**src/rtl/load_store_multi.sv**
```systemverilog
// rtl/load_store_multi.sv - multi-channel triangle/sawtooth volume oscillator with peak-event counters
module load_store_multi #(
    parameter int CHANNELS = 4,
    parameter int CBITS    = 10,
    parameter int N        = 750,
    parameter int SELW     = (CHANNELS > 1) ? $clog2(CHANNELS) : 1,
    parameter int EBITS    = 8
) (
    input  logic                      clk,
    input  logic                      rst,
    input  logic [CHANNELS-1:0]       en,
    input  logic                      mode,
    input  logic [CHANNELS-1:0]       clr,
    input  logic                      lim_we,
    input  logic [SELW-1:0]           lim_sel,
    input  logic [CBITS-1:0]          lim_val,
    output logic [CHANNELS*CBITS-1:0] vol_o,
    output logic [CHANNELS-1:0]       sig,
    output logic [CHANNELS-1:0]       low,
    output logic [CHANNELS*EBITS-1:0] peaks
);

    for (genvar g = 0; g < CHANNELS; g++) begin : g_ch
        logic [CBITS-1:0] vol_q;
        logic [CBITS-1:0] lim_q;
        logic [EBITS-1:0] pk_q;
        logic             m_q;
        logic             sig_q;
        logic             low_q;
        logic [CBITS-1:0] nvol;
        logic             nm;
        logic             nsig;
        logic             nlow;
        logic             lim_hit;

        // Only selects that name an existing channel match, so out-of-range writes fall away.
        assign lim_hit = lim_we && (lim_sel == SELW'(g));

        always_comb begin
            nvol = vol_q;
            nm   = m_q;
            if (clr[g]) begin
                nvol = '0;
                nm   = 1'b0;
            end else if (en[g]) begin
                if (mode) begin
                    nm   = 1'b1;
                    nvol = (vol_q >= lim_q) ? '0 : vol_q + 1'b1;
                end else if (m_q) begin
                    if (vol_q >= lim_q) begin
                        nm = 1'b0;
                    end else begin
                        nvol = vol_q + 1'b1;
                    end
                end else begin
                    if (vol_q == '0) begin
                        nm = 1'b1;
                    end else begin
                        nvol = vol_q - 1'b1;
                    end
                end
            end
            // Flags follow the post-update count even when the channel is frozen.
            nsig = (nvol == lim_q);
            nlow = (nvol == '0);
        end

        always_ff @(posedge clk or posedge rst) begin
            if (rst) begin
                vol_q <= '0;
                m_q   <= 1'b0;
                lim_q <= CBITS'(N);
                pk_q  <= '0;
                sig_q <= 1'b0;
                low_q <= 1'b0;
            end else begin
                vol_q <= nvol;
                m_q   <= nm;
                sig_q <= nsig;
                low_q <= nlow;
                if (lim_hit) begin
                    lim_q <= lim_val;
                end
                if (clr[g]) begin
                    pk_q <= '0;
                end else if (nsig && !sig_q) begin
                    pk_q <= pk_q + 1'b1;
                end
            end
        end

        assign vol_o[g*CBITS +: CBITS] = vol_q;
        assign peaks[g*EBITS +: EBITS] = pk_q;
        assign sig[g]                  = sig_q;
        assign low[g]                  = low_q;
    end

endmodule

```
**config.mk**
```make
export PLATFORM = sky130hd
export DESIGN_NAME = load_store_multi
export DESIGN_NICKNAME = d
export VERILOG_FILES = /design/src/rtl/load_store_multi.sv
export SDC_FILE = /design/constraint.sdc
export NUM_CORES = 1
export LEC_CHECK = 0
export CAP_MARGIN = 20
export CORE_MARGIN = 2
export CORE_UTILIZATION = 60
export DETAILED_ROUTE_END_ITERATION = 6
export GPL_ROUTABILITY_DRIVEN = 0
export PLACE_DENSITY_LB_ADDON = 0.08
export SLEW_MARGIN = 25
export SYNTH_ARGS = -nofsm -noshare
export SYNTH_HDL_FRONTEND = slang
export SYNTH_SLANG_ARGS = --single-unit
```
**constraint.sdc**
```tcl
create_clock -name clk -period 6.55 [get_ports clk]
set_clock_uncertainty 0.1 [all_clocks]
set_input_delay 0.655 -clock clk [delete_from_list [all_inputs] [get_ports clk]]
set_output_delay 0.655 -clock clk [all_outputs]
set_load 0.01 [all_outputs]
```
==> summary.txt, run 1 <==
Outcome
  • Status: finished clean

STA
  • Setup TNS: 0 ns
  • Final-report hold violation count: 0
  • Clock period minus worst slack: 5.88 ns
  • Worst Max-Slew Pin Slew: 1.04 ns
  • RSZ-0062 raised after global routing: false
  • Period utilisation layout: 0.897
  • Final setup violation count: 0
  • Relative max-transition margin: 0.305
  • Fin. max-slew vios: 0
  • Peak Freq: 170 MHz

Global route
  • Largest net degree at the start of global routing: 72
  • Antenna violations before repair: 0
  • Vias in the first global route: 11008
  • Global-route wire length before repair: 56.9 mm
  • Gr usage total: 0.350
  • Grt ovf: 0

Floorplanning
  • DIE WIDTH: 142 microns
  • I/O pins: 104
  • Rows: 50
  • Initial core utilization: 0.611
  • Die Y: 142 microns
  • Die area: 20100 sq um
  • Core Area: 18600 sq um

Clocking
  • CTS H-Tree Depth: 4
  • Hold-fix buffers, CTS: 0
  • Clock sinks: 124
  • CTS tree: yes
  • CTS max path bufs: 2
  • Post-CTS setup buffer count: 0
  • Post-cts sizing count: 0
  • CTS buffer count: 17
  • Skew-Pair Late Insertion Delay: 0.43 ns
  • Clk root buf: clkbuf_16
  • Clock-pin slew on the worst setup and hold paths: 0.06 ns

Worst setup path
  • Type of the worst setup path: register to register
  • Crit start category: register
  • Slowest stage delay, CP: 0.64 ns
  • R2R depth: 18
  • R2R setup slack: 0.67 ns
  • Worst-path fanout max: 14
  • Crit path max-delay family: compound AO/OA/AOI/OAI gates
  • Crit path required time: 6.77 ns
  • Crit-path cells: inv_1, ha_1, nand2b_1, a211oi_1, a2bb2oi_1, o21ai_0, inv_1, ha_1, nand3b_1, a32oi_1, and2_1, a2111o_1, a221oi_1, o211a_1, o2111ai_1, or4_4, or4_1, a21oi_1
  • Critical path's slowest cell: dfrtp_1
  • Arr. time, crit path: 6.10 ns
  • Critical path depth: 18
  • CP bufs+invs: 2
  • Critical Path Sink Type: register

Yosys
  • Top FF cell, synth: dfrtp_1
  • Yosys reg bits: 124
  • Post-synthesis sequential area ratio: 0.276
  • Syn nets: 1476
  • Syn Area/Cell: 8.18 sq um
  • Syn Inst Count: 1392
  • Yosys cell types: 93
  • Synth warn: 0
  • Post-synth EDFFs: 0
  • Post-Syn Area: 11400 sq um
  • Ys async rst share: 1.00

Drt
  • Drt drc: 0
  • Initial DRT Pass Iterations: 6
  • Total number of vias: 11817
  • DR WL/cell: 20.9 microns
  • Vias per std cell: 7.01
  • Antenna Violating Nets Remaining: 0
  • Final WL: 35.3 mm
  • Iteration-0 DRC Markers: 1811

Min path
  • Cell depth of the worst hold path: 1
  • Hold Crit Class: register to register

Placed design
  • Placed cell count: 1654
  • HPWL after DPL: 24.8 mm
  • Input/output buffers: 103

Pwr
  • Leakage: 5.15 nW
  • Peak VDD IR: 214 uV
  • Power per cell area: 275 nW/um^2
  • Final Power: 3.57 mW

Layout
  • Finished Layout Cells: 1686
  • Share of post-route cells with drive strength above 1: 0.117
  • Antenna cells: 0
  • Post-layout nets: 1523
  • Seq. cell area: 3140 sq um
  • Area taken by multi-input logic gates: 7460 sq um
  • Layout filler cell count: 1566
  • Layout Area Growth over Synthesis: 14.0%

Job
  • Max-Cap Viols: 0
[logic make-up (layout without fill, tap and decap cells)]
kind of cell	after synthesis	after routing	synth area share
simple gates	538	538	0.258
xor+xnor	29	29	0.0223
flops	124	124	0.276
fa+ha+maj	60	60	0.0659
mux	65	65	0.0629
compound gates	399	399	0.246
buf+inv	177	237	0.0697
[power breakdown]
| part | total (mW) | internal (mW) | switching (mW) |
|---|---|---|---|
| Sequential | 1.10 | 0.887 | 0.209 |
| Clock | 0.970 | 0.578 | 0.392 |
| Combinational | 1.50 | 0.621 | 0.881 |
| Total | 3.57 | 2.09 | 1.48 |
[state kept, by name (all words and copies together), names as in the netlist]
register,count
g_ch.lim_q,40
g_ch.pk_q,32
g_ch.vol_q,40
g_ch.sig_q,4
g_ch.low_q,4
g_ch.m_q,4
[placed cells by master, fill, tap and decap left out, drive strengths merged, types with 13 or more instances in the layout]
cell type	count
a211o	13
a211oi	20
a21o	13
a21oi	79
a31oi	19
and3	18
buf	21
clkbuf	18
clkdlybuf4s50	102
dfrtp	96
dfstp	28
ha	60
inv	81
mux2	52
mux2i	13
nand2	97
nand2b	24
nand3	60
nand4	31
nor2	101
nor2b	22
nor3	48
nor4	20
o211ai	28
o21a	19
o21ai	64
o31ai	25
or3	20
or4	36
xnor2	26
[cell usage after synthesis (all sizes together), types with 7 or more instances]
cell,n,share of area
o2111ai,8,0.0062
nor2,101,0.033
a21oi,79,0.035
nand4,31,0.018
a211o,13,0.010
o22ai,7,0.0038
o31a,7,0.0054
inv,75,0.025
and2,9,0.0051
ha,60,0.066
mux2,52,0.051
dfstp,28,0.065
nand3,60,0.026
mux2i,13,0.011
o211ai,28,0.018
or4,36,0.024
a2111oi,11,0.0086
o21ai,64,0.028
or3,20,0.011
o21bai,9,0.0059
nand2b,24,0.013
a31oi,19,0.010
nand2,97,0.032
clkinv,7,0.0023
nor3,48,0.022
o21a,19,0.013
xnor2,26,0.020
or4b,9,0.0079
a21o,13,0.0086
nor2b,22,0.012
clkbuf,57,0.020
dfrtp,96,0.21
buf,35,0.020
nor4,20,0.012
a211oi,20,0.014
and3,18,0.010
o31ai,25,0.016
[final timing paths]
check,to,startpoint
max in group asynchronous,g_ch[3].pk_q[1]$_DFFE_PP0P_,rst
min in group asynchronous,g_ch[1].low_q$_DFF_PP0_,rst
min reg2reg,g_ch[2].lim_q[8]$_DFFE_PP0P_,g_ch[2].lim_q[8]$_DFFE_PP0P_
min,g_ch[2].lim_q[8]$_DFFE_PP0P_,g_ch[2].lim_q[8]$_DFFE_PP0P_
max,g_ch[1].pk_q[4]$_DFFE_PP0P_,g_ch[1].vol_q[0]$_DFF_PP0_
max reg2reg,g_ch[1].pk_q[4]$_DFFE_PP0P_,g_ch[1].vol_q[0]$_DFF_PP0_
[through the flow]
step / instance area (sq um) / hold WS (ns) / setup slack [ns] / utilization
CTS: 13000 / 0.413 / 0.906 / 0.696
floorplan: 11400 / 0.379 / 1.74 / -
global placement: 12400 / 0.410 / 0.945 / 0.664
finish: 13000 / 0.410 / 0.672 / 0.696
detailed placement: 12400 / 0.399 / 0.956 / 0.664
global route: 13000 / 0.439 / 0.463 / 0.696
[per-layer routing]
metal	wire, microns	up-vias	global-route usage
met2	16000	775	0.549
met5	0	-	0
li1	-	5362	-
met3	3850	159	0.0823
met4	1360	0	0.148
met1	14100	5521	0.466
[area by class of cell]
class                   count  area share
inverters                  82      0.0239
clock inverters            14      0.0121
clock buffers              18      0.0338
well taps                 234      0.0226
multi-input cells        1091       0.575
repair buffers            123      0.0906
flip-flops and latches    124       0.242
(Power assumes the default switching activity.)
==> run 2, diff against run 1 <==
Settings changed: CAP_MARGIN 20 to 10, CORE_UTILIZATION 60 to 25.
Clock period 6.55 ns to 6.1 ns, I/O delays scaled along.
==> run 2 against run 1 <==
Net effect: clock power increased by 12%; setup slack got worse by 0.19 ns; first-iteration DRC count decreased by 51%; die area increased by 140%; sequential cell count unchanged; combinational power increased by 17%; maximum frequency increased by 4.7%; sequential share of layout area decreased by 1.3 points; register-to-register slack got worse by 0.19 ns; total power increased by 12%; utilization decreased by 39 points; critical path depth unchanged; largest cell class unchanged.
==> summary.txt, run 2 (synthesis results as in run 1) <==
Worst setup path
  • Type of the worst setup path: register to register
  • Crit path required time: 6.37 ns
  • Critical path's slowest cell: dfrtp_1
  • Crit start category: register
  • Crit path max-delay family: compound AO/OA/AOI/OAI gates
  • Crit-path cells: inv_1, ha_1, nand2b_1, a211oi_1, a2bb2oi_2, o21ai_0, inv_1, ha_1, nand3b_1, a32oi_1, nor4_1, a2111o_1, a221oi_1, o211a_1, o2111ai_1, or4_4, or4_1, a21oi_1
  • Slowest stage delay, CP: 0.56 ns
  • CP bufs+invs: 2
  • Critical Path Sink Type: register
  • Critical path depth: 18
  • R2R depth: 18
  • Arr. time, crit path: 5.88 ns
  • Worst-path fanout max: 14

Floorplanning
  • Die Y: 217 microns
  • I/O pins: 104
  • Initial core utilization: 0.252
  • Core Area: 45200 sq um
  • Rows: 78
  • DIE WIDTH: 217 microns
  • Die area: 47300 sq um

Clocking
  • Hold-fix buffers, CTS: 0
  • Clk root buf: clkbuf_16
  • Clock-pin slew on the worst setup and hold paths: 0.06 ns
  • Clock sinks: 124
  • CTS tree: yes
  • Skew-Pair Late Insertion Delay: 0.45 ns
  • CTS max path bufs: 2
  • CTS H-Tree Depth: 4
  • CTS buffer count: 17

Drt
  • Vias per std cell: 5.50
  • DR WL/cell: 21.2 microns
  • Initial DRT Pass Iterations: 5
  • Total number of vias: 11450
  • Drt drc: 0
  • Iteration-0 DRC Markers: 881
  • Antenna Violating Nets Remaining: 0
  • Final WL: 44.1 mm

STA
  • Final-report hold violation count: 0
  • Fin. max-slew vios: 0
  • Clock period minus worst slack: 5.62 ns
  • Peak Freq: 178 MHz
  • RSZ-0062 raised after global routing: false
  • Final setup violation count: 0
  • Relative max-transition margin: 0.303
  • Setup TNS: 0 ns
  • Worst Max-Slew Pin Slew: 1.04 ns
  • Period utilisation layout: 0.920

Pwr
  • Power per cell area: 291 nW/um^2
  • Peak VDD IR: 202 uV
  • Leakage: 5.32 nW

Global route
  • Grt ovf: 0
  • Largest net degree at the start of global routing: 80
  • Gr usage total: 0.187
  • Global-route wire length before repair: 67.9 mm
  • Antenna violations before repair: 2
  • Vias in the first global route: 11049

Layout
  • Area taken by multi-input logic gates: 7470 sq um
  • Layout filler cell count: 4842
  • Layout Area Growth over Synthesis: 20.2%
  • Finished Layout Cells: 2082
  • Commonest non-fill, non-tap cell in the layout: clkdlybuf4s50_1
  • Seq. cell area: 3140 sq um
  • Largest registers: g_ch.lim_q: 40 flops, g_ch.vol_q: 40 flops, g_ch.pk_q: 32 flops
  • Share of post-route cells with drive strength above 1: 0.134
  • Post-layout nets: 1552
  • Commonest non-fill, non-tap cells in the layout: clkdlybuf4s50_1 (102), nor2_1 (101), nand2_1 (97), dfrtp_1 (96), a21oi_1 (79)

Min path
  • Hold Crit Class: register to register
  • Cell depth of the worst hold path: 1

Placed design
  • Placed cell count: 2049
  • HPWL after DPL: 32.2 mm
  • Input/output buffers: 103

Job
  • Max-Cap Viols: 0

Outcome
  • Status: finished clean
## run 2: final timing paths
path,slack (ns),end,startpoint
min in group asynchronous,0.61,g_ch[0].pk_q[1]$_DFFE_PP0P_,rst
max,0.48,g_ch[1].pk_q[7]$_DFFE_PP0P_,g_ch[1].vol_q[0]$_DFF_PP0_
min reg2reg,0.43,g_ch[2].lim_q[8]$_DFFE_PP0P_,g_ch[2].lim_q[8]$_DFFE_PP0P_
min,0.43,g_ch[2].lim_q[8]$_DFFE_PP0P_,g_ch[2].lim_q[8]$_DFFE_PP0P_
max in group asynchronous,4.11,g_ch[1].pk_q[5]$_DFFE_PP0P_,rst
max reg2reg,0.48,g_ch[1].pk_q[7]$_DFFE_PP0P_,g_ch[1].vol_q[0]$_DFF_PP0_
## run 2: layer usage
layer  vias to the layer above  part of all wire  global-route usage
met5                         -                 0                   0
met4                         0             0.023              0.0655
met3                        62             0.045              0.0267
met2                       347              0.46               0.297
met1                      5606              0.47               0.257
li1                       5435                 -                   -
## run 2: timing repair
| action | 4_1_cts | 5_1_grt |
|---|---|---|
| setup endpoints to repair | 0 | 2 |
| setup buffers | 0 | 0 |
| resized for setup | 0 | 1 |
| endpoints found under the hold margin | 0 | 0 |
## run 2: layout make-up
cell class / count / share of cell area
tap: 600 / 0.0548
inverter: 82 / 0.0228
sequential: 124 / 0.229
timing repair buffer: 152 / 0.103
clock buffer: 19 / 0.0324
multi-input combinational: 1091 / 0.546
antenna: 1 / 0.000183
clock inverter: 13 / 0.0121
## run 2: power breakdown
| group | total [mW] | internal (mW) | switching (mW) | leakage [nW] |
|---|---|---|---|---|
| Clock | 1.09 | 0.656 | 0.435 | 0.298 |
| Combinational | 1.76 | 0.705 | 1.06 | 3.45 |
| Sequential | 1.12 | 0.953 | 0.171 | 1.58 |
## run 2: through the flow
step                setup WS [ns]  hold WS [ns]   util  power, mW  area (sq um)
floorplan                    1.29         0.379      -       2.27         11400
global placement            0.388         0.400  0.289       2.90         13100
detailed placement          0.375         0.407  0.289       2.88         13100
CTS                         0.332         0.431  0.303       4.02         13700
global route               0.0394         0.460  0.303       4.26         13700
finish                      0.485         0.426  0.303       3.98         13700
